**src/rtl/cpu_pkg.sv**
```systemverilog
// Shared constants and the next-PC source select used by the fetch front end.
package cpu_pkg;

  localparam int unsigned PC_W      = 10;
  localparam int unsigned RAS_DEPTH = 4;

  typedef enum logic [2:0] {
    SRC_HOLD,
    SRC_PEND,
    SRC_BR,
    SRC_RET,
    SRC_CALL,
    SRC_JMP,
    SRC_SEQ
  } next_src_e;

endpackage

```
**src/rtl/ras_stack.sv**
```systemverilog
// Circular return-address stack. push+pop together on a non-empty stack
// replaces the top entry; a push when full overwrites the oldest entry.
module ras_stack #(
  parameter int unsigned W     = 10,
  parameter int unsigned DEPTH = 4
) (
  input  logic         clk,
  input  logic         reset,
  input  logic         push,
  input  logic         pop,
  input  logic [W-1:0] push_data,
  output logic [W-1:0] top,
  output logic         empty,
  output logic         full,
  output logic         ovf_evt,
  output logic         unf_evt
);

  localparam int unsigned PTR_W = (DEPTH > 1) ? $clog2(DEPTH) : 1;
  localparam int unsigned CNT_W = $clog2(DEPTH + 1);

  logic [W-1:0]     mem_q [DEPTH];
  logic [W-1:0]     mem_d [DEPTH];
  logic [PTR_W-1:0] wp_q, wp_d;
  logic [CNT_W-1:0] cnt_q, cnt_d;
  logic [PTR_W-1:0] top_idx;

  assign top_idx = wp_q - PTR_W'(1);
  assign empty   = (cnt_q == '0);
  assign full    = (cnt_q == CNT_W'(DEPTH));
  assign top     = mem_q[top_idx];
  assign ovf_evt = push && !pop && full;
  assign unf_evt = pop && empty;

  // Empty stack with push+pop degrades to a plain push
  always_comb begin
    mem_d = mem_q;
    wp_d  = wp_q;
    cnt_d = cnt_q;
    if (push && pop && !empty) begin
      mem_d[top_idx] = push_data;
    end else if (push) begin
      mem_d[wp_q] = push_data;
      wp_d        = wp_q + PTR_W'(1);
      if (!full) cnt_d = cnt_q + CNT_W'(1);
    end else if (pop && !empty) begin
      wp_d  = top_idx;
      cnt_d = cnt_q - CNT_W'(1);
    end
  end

  always_ff @(posedge clk or negedge reset) begin
    if (!reset) begin
      mem_q <= '{default: '0};
      wp_q  <= '0;
      cnt_q <= '0;
    end else begin
      mem_q <= mem_d;
      wp_q  <= wp_d;
      cnt_q <= cnt_d;
    end
  end

endmodule

```
**src/rtl/next_pc_unit.sv**
```systemverilog
// Next-address select feeding the PC register: stall hold, pending branch,
// branch, return, call, jump and sequential, with a return-address stack.
module next_pc_unit #(
  parameter int unsigned PC_W      = cpu_pkg::PC_W,
  parameter int unsigned RAS_DEPTH = cpu_pkg::RAS_DEPTH
) (
  input  logic            clk,
  input  logic            reset,
  input  logic [PC_W-1:0] pc_cur,
  input  logic            stall,
  input  logic            br_taken,
  input  logic [PC_W-1:0] br_target,
  input  logic            jmp,
  input  logic [PC_W-1:0] jmp_target,
  input  logic            call,
  input  logic            ret,
  output logic [PC_W-1:0] pc_next,
  output logic            br_pend,
  output logic            ras_empty,
  output logic            ras_full,
  output logic            ras_ovf,
  output logic            ras_unf
);

  import cpu_pkg::*;

  next_src_e       src_c;
  logic [PC_W-1:0] seq_c;
  logic            pend_q, pend_d;
  logic [PC_W-1:0] pend_tgt_q, pend_tgt_d;
  logic            ovf_q, ovf_d;
  logic            unf_q, unf_d;
  logic            ras_push_c, ras_pop_c;
  logic [PC_W-1:0] ras_top;
  logic            ras_ovf_evt, ras_unf_evt;

  assign seq_c = pc_cur + PC_W'(1);

  // A pending branch yields to a fresh taken branch in the same cycle
  always_comb begin
    src_c = SRC_SEQ;
    if (stall)                    src_c = SRC_HOLD;
    else if (pend_q && !br_taken) src_c = SRC_PEND;
    else if (br_taken)            src_c = SRC_BR;
    else if (ret)                 src_c = SRC_RET;
    else if (call)                src_c = SRC_CALL;
    else if (jmp)                 src_c = SRC_JMP;
  end

  always_comb begin
    pc_next = seq_c;
    case (src_c)
      SRC_HOLD: pc_next = pc_cur;
      SRC_PEND: pc_next = pend_tgt_q;
      SRC_BR:   pc_next = br_target;
      SRC_RET:  pc_next = ras_empty ? seq_c : ras_top;
      SRC_CALL: pc_next = jmp_target;
      SRC_JMP:  pc_next = jmp_target;
      default:  pc_next = seq_c;
    endcase
    if (!reset) pc_next = '0;
  end

  // call+ret becomes push+pop, which the stack treats as replace-top
  assign ras_push_c = (src_c == SRC_CALL) || ((src_c == SRC_RET) && call);
  assign ras_pop_c  = (src_c == SRC_RET);

  always_comb begin
    pend_d     = pend_q;
    pend_tgt_d = pend_tgt_q;
    if (stall) begin
      if (br_taken) begin
        pend_d     = 1'b1;
        pend_tgt_d = br_target;
      end
    end else begin
      pend_d = 1'b0;
    end
    ovf_d = ovf_q | ras_ovf_evt;
    unf_d = unf_q | ras_unf_evt;
  end

  always_ff @(posedge clk or negedge reset) begin
    if (!reset) begin
      pend_q     <= 1'b0;
      pend_tgt_q <= '0;
      ovf_q      <= 1'b0;
      unf_q      <= 1'b0;
    end else begin
      pend_q     <= pend_d;
      pend_tgt_q <= pend_tgt_d;
      ovf_q      <= ovf_d;
      unf_q      <= unf_d;
    end
  end

  ras_stack #(
    .W     (PC_W),
    .DEPTH (RAS_DEPTH)
  ) u_ras (
    .clk       (clk),
    .reset     (reset),
    .push      (ras_push_c),
    .pop       (ras_pop_c),
    .push_data (seq_c),
    .top       (ras_top),
    .empty     (ras_empty),
    .full      (ras_full),
    .ovf_evt   (ras_ovf_evt),
    .unf_evt   (ras_unf_evt)
  );

  assign br_pend = pend_q;
  assign ras_ovf = ovf_q;
  assign ras_unf = unf_q;

endmodule

```
**config.mk**
```make
export PLATFORM = sky130hd
export DESIGN_NAME = next_pc_unit
export DESIGN_NICKNAME = d
export VERILOG_FILES = /design/src/rtl/cpu_pkg.sv /design/src/rtl/ras_stack.sv /design/src/rtl/next_pc_unit.sv
export SDC_FILE = /design/constraint.sdc
export NUM_CORES = 1
export LEC_CHECK = 0
export ABC_AREA = 1
export ABC_CLOCK_PERIOD_IN_PS = 2800
export CAP_MARGIN = 30
export CELL_PAD_IN_SITES_DETAIL_PLACEMENT = 1
export CELL_PAD_IN_SITES_GLOBAL_PLACEMENT = 2
export CORE_MARGIN = 5
export CORE_UTILIZATION = 35
export CTS_CLUSTER_DIAMETER = 150
export DETAILED_ROUTE_END_ITERATION = 8
export DONT_BUFFER_PORTS = 1
export MAX_ROUTING_LAYER = met4
export PLACE_DENSITY_LB_ADDON = 0.15
export SYNTH_ARGS = -nofsm -noshare
export SYNTH_HDL_FRONTEND = slang
export SYNTH_SLANG_ARGS = --single-unit
```
**constraint.sdc**
```tcl
create_clock -name clk -period 2.8 [get_ports clk]
set_clock_uncertainty 0.05 [all_clocks]
set_input_delay 0.56 -clock clk [delete_from_list [all_inputs] [get_ports clk]]
set_output_delay 0.56 -clock clk [all_outputs]
set_load 0.1 [all_outputs]
```
==> impl_metrics.csv, run 1 <==
group,metric,value,unit
routing,wl_per_cell,16.4,µm
worst_setup_path,critical_path_class,"reg2out",
worst_setup_path,required,2190,ps
synth,avgSynthCellArea,7.10,µm²
worst_setup_path,worstPathArrival,2070,ps
timing,hold_slack,29.1,ps
clock_network,worst_skew_pair.late_latency,340,ps
routing,detail_route.first_pass.iterations,4,
grt,grt_first_pass_wirelength,17100,µm
timing,hold_viol,0,
final_layout,final_net_count,553,
final_layout,utilization,0.436,
routing,drtIter0Drc,132,
power_and_ir_drop,power_density,926,nW/µm²
routing,drc,0,
worst_setup_path,crit_fanout,6,
clock_network,cts.sinks,58,
power_and_ir_drop,total_power,3.92,mW
grt,grt_pass1_vias,3416,
synth,synth-seq-cells,58,
placed_design,placed_area,3910,µm²
power_and_ir_drop,p_leak,1.96,nW
synth,synthCells,489,
synth,synth-main-ff-cell,"dfrtp_1",
timing,timing.fmax,374,MHz
final_layout,stdcell_area,4240,µm²
worst_setup_path,cp_common_cell,"nand3_1",
floorplanning,rows,36,
worst_setup_path,cp-end-kind,"output port",
final_layout,fin_cells,646,
timing,fin_tns_setup,0,ps
run_status,status,"finished, final reports clean",
clock_network,cts_buffer_depth,2,
clock_network,htreeDepth,3,
grt,grt_max_degree,59,
placed_design,port_buffers,0,
worst_setup_path,cp_cell_sequence,"inv_2, ha_4, clkinv_2, buf_6, a21oi_1, a22oi_1, nand3_1, nand3_1, nand2_1, clkinvlp_4, buf_12",
timing,report.final.slew_viol_count,0,
synth,syn_nets,534,
final_layout,mostFrequentLayoutCell,"nand2_1",
placed_design,placed_cells,626,
routing,ant_nets,0,
floorplanning,ios,52,
timing,finalCriticalPeriod,2680,ps
floorplanning,core,9730,µm²
synth,synth_cell_types,28,
final_layout,final_cell_mix,"143 x nand2_1, 57 x dfrtp_1, 46 x inv_1, 46 x o21ai_1, 33 x nand3_1",
placed_design,dp_hpwl,7620,µm
worst_setup_path,timing.rr.end,"u_ras.mem_q[39]",
floorplanning,die-height,110,µm
routing,totalWireLength,10600,µm
final_layout,drive_above_1_share,0.172,
routing,vias,3289,
final_layout,area_growth_syn_to_layout,22.2,%
synth,ys_seq_area_frac,0.418,
synth,synth_area,3470,µm²
grt,antenna_found_initial,0,
timing,setup_viol,0,
grt,grt-ovfl-total,0,
power_and_ir_drop,ir_drop,0.000434,V
synth,async_flop_share,1.00,
synth,synth-edff-count,0,
placed_design,pre_cts_ws,202,ps
timing,setup_ws,125,ps
grt,grt_usage,0.192,
placed_design,place.gp.congestion,0.785,
routing,via_per_inst,5.09,
clock_network,cts_made_buffers,9,
clock_network,cts_tree,"done",
worst_setup_path,cp_slowest_cell,"dfrtp_1",
worst_setup_path,reg2reg_setup_slack,560,ps
final_layout,diodes,0,
worst_setup_path,crit_path_max_incr_delay,370,ps
timing,worst_pin_slew,909,ps
clock_network,clk_pin_slew,70,ps
timing,final.period_utilization,0.955,
floorplanning,dieArea,12000,µm²
floorplanning,initial_core_util,0.357,
worst_setup_path,worst_setup_path_start_kind,"flip-flop",
timing,rsz0062_at_grt,"yes",
worst_setup_path,worstRegToRegCells,11,
synth,synth-warning-count,0,
floorplanning,die_w,110,µm
run,drv_cap,0,
clock_network,cts-root-buf,"clkbuf_8",
worst_setup_path,rr_startpoint,"br_pend",
min_path,hp-class,"in2async",
timing,slew_headroom,0.394,
==> cell type report <==
cell class / instances / area, µm²
multi-input combinational: 349 / 1790
clock inverter: 7 / 70.1
tap: 133 / 166
sequential: 58 / 1450
timing repair buffer: 28 / 363
fill: 1239 / 5490
clock buffer: 9 / 124
inverter: 62 / 272
==> cell families (layout without fill, tap and decap cells) <==
logic type | Yosys count | count (layout) | synth area share
adders and majority gates | 8 | 8 | 0.0310
and+or+nand+nor | 226 | 227 | 0.280
AOI/OAI and AO/OA | 111 | 111 | 0.170
DFF | 58 | 58 | 0.418
xor gates and xnor gates | 3 | 3 | 0.00757
buffers and inverters | 83 | 106 | 0.0930
==> routing by layer <==
metal,GRT usage,wire (µm)
met5,-,0
met2,0.319,5160
met4,0.0677,167
met3,0.0299,304
met1,0.238,4960
==> worst max-delay path, delay by kind of cell, from the launching register on <==
family | cells | cell delay, ps
compound gates | 2 | 210
flops | 1 | 370
buf+inv | 5 | 600
fa+ha+maj | 1 | 280
simple gates | 3 | 270
==> report_power, final <==
part,leakage [nW],switching (mW),internal (mW)
sequential,0.750,0.178,1.11
clock,0.0873,0.368,0.407
combinational,1.12,1.18,0.681
==> how the worst max path moves through the flow <==
stage                        startpoint          to  slack, ps
after floorplan           u_ras.wp_q[0]  pc_next[5]       -120
after global placement            stall  pc_next[3]        230
after detailed placement       br_taken  pc_next[9]        200
after CTS                 u_ras.wp_q[1]  pc_next[5]         20
after global routing      u_ras.wp_q[1]  pc_next[3]        -50
final                     u_ras.wp_q[1]  pc_next[4]        120
==> sequential cells by signal, indices dropped and copies added, names as in the netlist <==
register and flops:
u_ras.cnt_q 3, u_ras.wp_q 2, br_pend 1, ras_unf 1, u_ras.mem_q 40, ras_ovf 1, pend_tgt_q 10
==> repair_timing <==
item                       CTS  global route
hold buffers                 1             0
buffers inserted             1             1
pin swaps                    0             3
gates cloned                 0             1
hold endpoints to repair    58             0
resized for setup            5            21
setup endpoints to repair    9            10
==> Yosys cell counts (all sizes together) (3+ instances only) <==
| library cell | count | area (µm²) |
|---|---|---|
| nand2 | 151 | 572 |
| o21ai | 78 | 394 |
| inv | 61 | 229 |
| dfrtp | 58 | 1450 |
| nand3 | 37 | 213 |
| nor2 | 24 | 103 |
| a21oi | 21 | 105 |
| clkbuf | 11 | 41.3 |
| a22oi | 10 | 75.1 |
| buf | 10 | 48.8 |
| nand4 | 10 | 62.6 |
| ha | 7 | 87.6 |
| nor3 | 3 | 15.0 |
| xor2 | 3 | 26.3 |
(Power assumes the default switching activity.)
==> run 2, diff against run 1 <==
--- a/config.mk
+++ b/config.mk
@@ -17,6 +17,7 @@
 export DONT_BUFFER_PORTS = 1
 export MAX_ROUTING_LAYER = met4
 export PLACE_DENSITY_LB_ADDON = 0.15
+export REMOVE_ABC_BUFFERS = 1
 export SYNTH_ARGS = -nofsm -noshare
 export SYNTH_HDL_FRONTEND = slang
 export SYNTH_SLANG_ARGS = --single-unit
==> run 2 against run 1 <==
Net effect:
- power is 0.70% higher
- sequential share of layout area hardly changed
- fmax is 1.1% higher
- global-route usage is 2.0 points higher
- register-to-register slack worse by 40 ps
- non-clock buffer count is 4 higher
- first-iteration DRC count is 1.5% lower
- critical path depth is 1 higher
- combinational power hardly changed
==> impl_metrics.csv, run 2 (synthesis results as in run 1) <==
group,metric,value,unit
placed_design,dp_hpwl,7830,µm
grt,grt-ovfl-total,0,
run_status,status,"finished, final reports clean",
timing,rsz0062_at_grt,"yes",
clock_network,cts.sinks,58,
floorplanning,ios,52,
worst_setup_path,crit_fanout,10,
placed_design,placed_cells,627,
final_layout,stdcell_area,4240,µm²
final_layout,area_growth_syn_to_layout,22.1,%
clock_network,htreeDepth,3,
run,drv_cap,0,
timing,worst_pin_slew,896,ps
worst_setup_path,worst_setup_path_start_kind,"flip-flop",
worst_setup_path,worstRegToRegCells,9,
grt,grt_pass1_vias,3527,
final_layout,fin_cells,649,
timing,fin_tns_setup,0,ps
clock_network,cts-root-buf,"clkbuf_8",
placed_design,pre_cts_ws,154,ps
floorplanning,core,9730,µm²
grt,grt_first_pass_wirelength,18600,µm
worst_setup_path,worstSetupEndpoint,"pc_next[1]",
placed_design,port_buffers,0,
clock_network,clk_pin_slew,80,ps
worst_setup_path,reg2reg_setup_slack,520,ps
clock_network,cts_made_buffers,9,
power_and_ir_drop,total_power,3.95,mW
min_path,hp-class,"in2async",
routing,ant_nets,0,
final_layout,largest_register,"u_ras.mem_q",
routing,drtIter0Drc,130,
worst_setup_path,cp_cell_sequence,"nand2_2, inv_1, nor2_2, nor2_2, buf_4, nand2_1, o21ai_0, nor2_1, nand3_1, nand2_1, inv_1, buf_12",
power_and_ir_drop,ir_drop,0.000301,V
timing,final.period_utilization,0.945,
final_layout,filler_cell_count,1254,
grt,grt_usage,0.212,
timing,finalCriticalPeriod,2650,ps
placed_design,placed_area,3890,µm²
worst_setup_path,timing.rr.end,"u_ras.mem_q[19]",
timing,hold_viol,0,
clock_network,worst_skew_pair.late_latency,350,ps
power_and_ir_drop,clkPwrFrac,0.205,
worst_setup_path,cp_slowest_cell,"dfrtp_2",
floorplanning,initial_core_util,0.357,
worst_setup_path,cp-end-kind,"output port",
power_and_ir_drop,p_sw_frac,0.431,
routing,totalWireLength,11500,µm
routing,detail_route.first_pass.iterations,4,
timing,slew_headroom,0.403,
final_layout,diodes,0,
timing,report.final.slew_viol_count,0,
final_layout,final_cell_mix,"145 x nand2_1, 57 x dfrtp_1, 56 x inv_1",
worst_setup_path,cp-startpoint,"br_pend",
floorplanning,die_w,110,µm
routing,vias,3310,
power_and_ir_drop,p_int,2.25,mW
placed_design,place.gp.congestion,0.792,
worst_setup_path,required,2190,ps
worst_setup_path,crit_path_max_incr_delay,430,ps
routing,via_per_inst,5.10,
final_layout,mostFrequentLayoutCell,"nand2_1",
grt,antenna_found_initial,0,
final_layout,final_net_count,556,
timing,setup_viol,0,
routing,drc,0,
timing,setup_ws,154,ps
final_layout,drive_above_1_share,0.149,
final_layout,reg_top3,"u_ras.mem_q: 40 flops, pend_tgt_q: 10 flops, u_ras.cnt_q: 3 flops",
floorplanning,dieArea,12000,µm²
worst_setup_path,worstPathArrival,2040,ps
power_and_ir_drop,p_leak,2.07,nW
power_and_ir_drop,pwr-share-seq,0.326,
clock_network,cts_tree,"done",
clock_network,cts_buffer_depth,2,
floorplanning,rows,36,
timing,timing.fmax,378,MHz
power_and_ir_drop,power_density,933,nW/µm²
routing,wl_per_cell,17.7,µm
worst_setup_path,critical_path_class,"reg2out",
power_and_ir_drop,p_comb_frac,0.468,
grt,grt_max_degree,59,
final_layout,largest_reg_flops,40,
worst_setup_path,rr_startpoint,"br_pend",
floorplanning,die-height,110,µm
power_and_ir_drop,p_sw,1.71,mW
## run 2: changes by cell type in the layout (fill, tap and decap cells not counted), sizes merged
cell      delta
clkinvlp    -11
inv         +10
buf          +3
clkbuf       +2
nor2         -1
## run 2: layout make-up
cell class | count | area (µm²) | share of cell area
clock inverter | 6 | 66.3 | 0.0157
timing repair buffer | 32 | 423 | 0.0998
tap | 133 | 166 | 0.0393
sequential | 58 | 1450 | 0.343
inverter | 62 | 238 | 0.0561
clock buffer | 10 | 138 | 0.0325
multi-input combinational | 348 | 1750 | 0.414
## run 2: critical path, delay by kind of cell, from the launching register on
kind | cells | cell delay (ps)
compound gates | 1 | 80
buf+inv | 4 | 450
flops | 1 | 430
simple gates | 7 | 710
## run 2: routing by layer
metal,part of all wire,GRT usage
met5,0,-
met4,0.016,0.0695
met3,0.035,0.0435
met2,0.48,0.336
met1,0.47,0.272
## run 2: power groups by stage
stage | sequential [mW] | clock (mW) | combinational [mW]
final | 1.29 | 0.812 | 1.85
after CTS | 1.29 | 0.839 | 1.77
after global placement | 1.29 | 0 | 1.63
after global routing | 1.32 | 0.887 | 2.07
after detailed placement | 1.31 | 0 | 1.67
after floorplan | 1.30 | 0 | 1.12
## run 2: worst min path at each step
stage                            endpoint  cells after the start
after floorplan                   br_pend                      0
after global placement    u_ras.mem_q[12]                      0
after detailed placement  u_ras.mem_q[12]                      0
after CTS                 u_ras.mem_q[12]                      1
after global routing       u_ras.mem_q[2]                      1
final                     u_ras.mem_q[12]                      1
## run 2: repair_timing
action	in CTS	in global routing
gates cloned	0	1
hold buffers	1	0
resized for setup	9	19
pin swaps	0	3
hold endpoints to repair	58	0
setup buffers	1	3
setup endpoints to repair	10	10
## run 2: stage by stage
step / util / hold WS [ps]
detailed placement: 0.400 / 217
global placement: 0.400 / 217
floorplan: - / 214
global route: 0.435 / 27.3
finish: 0.435 / 32.1
CTS: 0.427 / 22.0
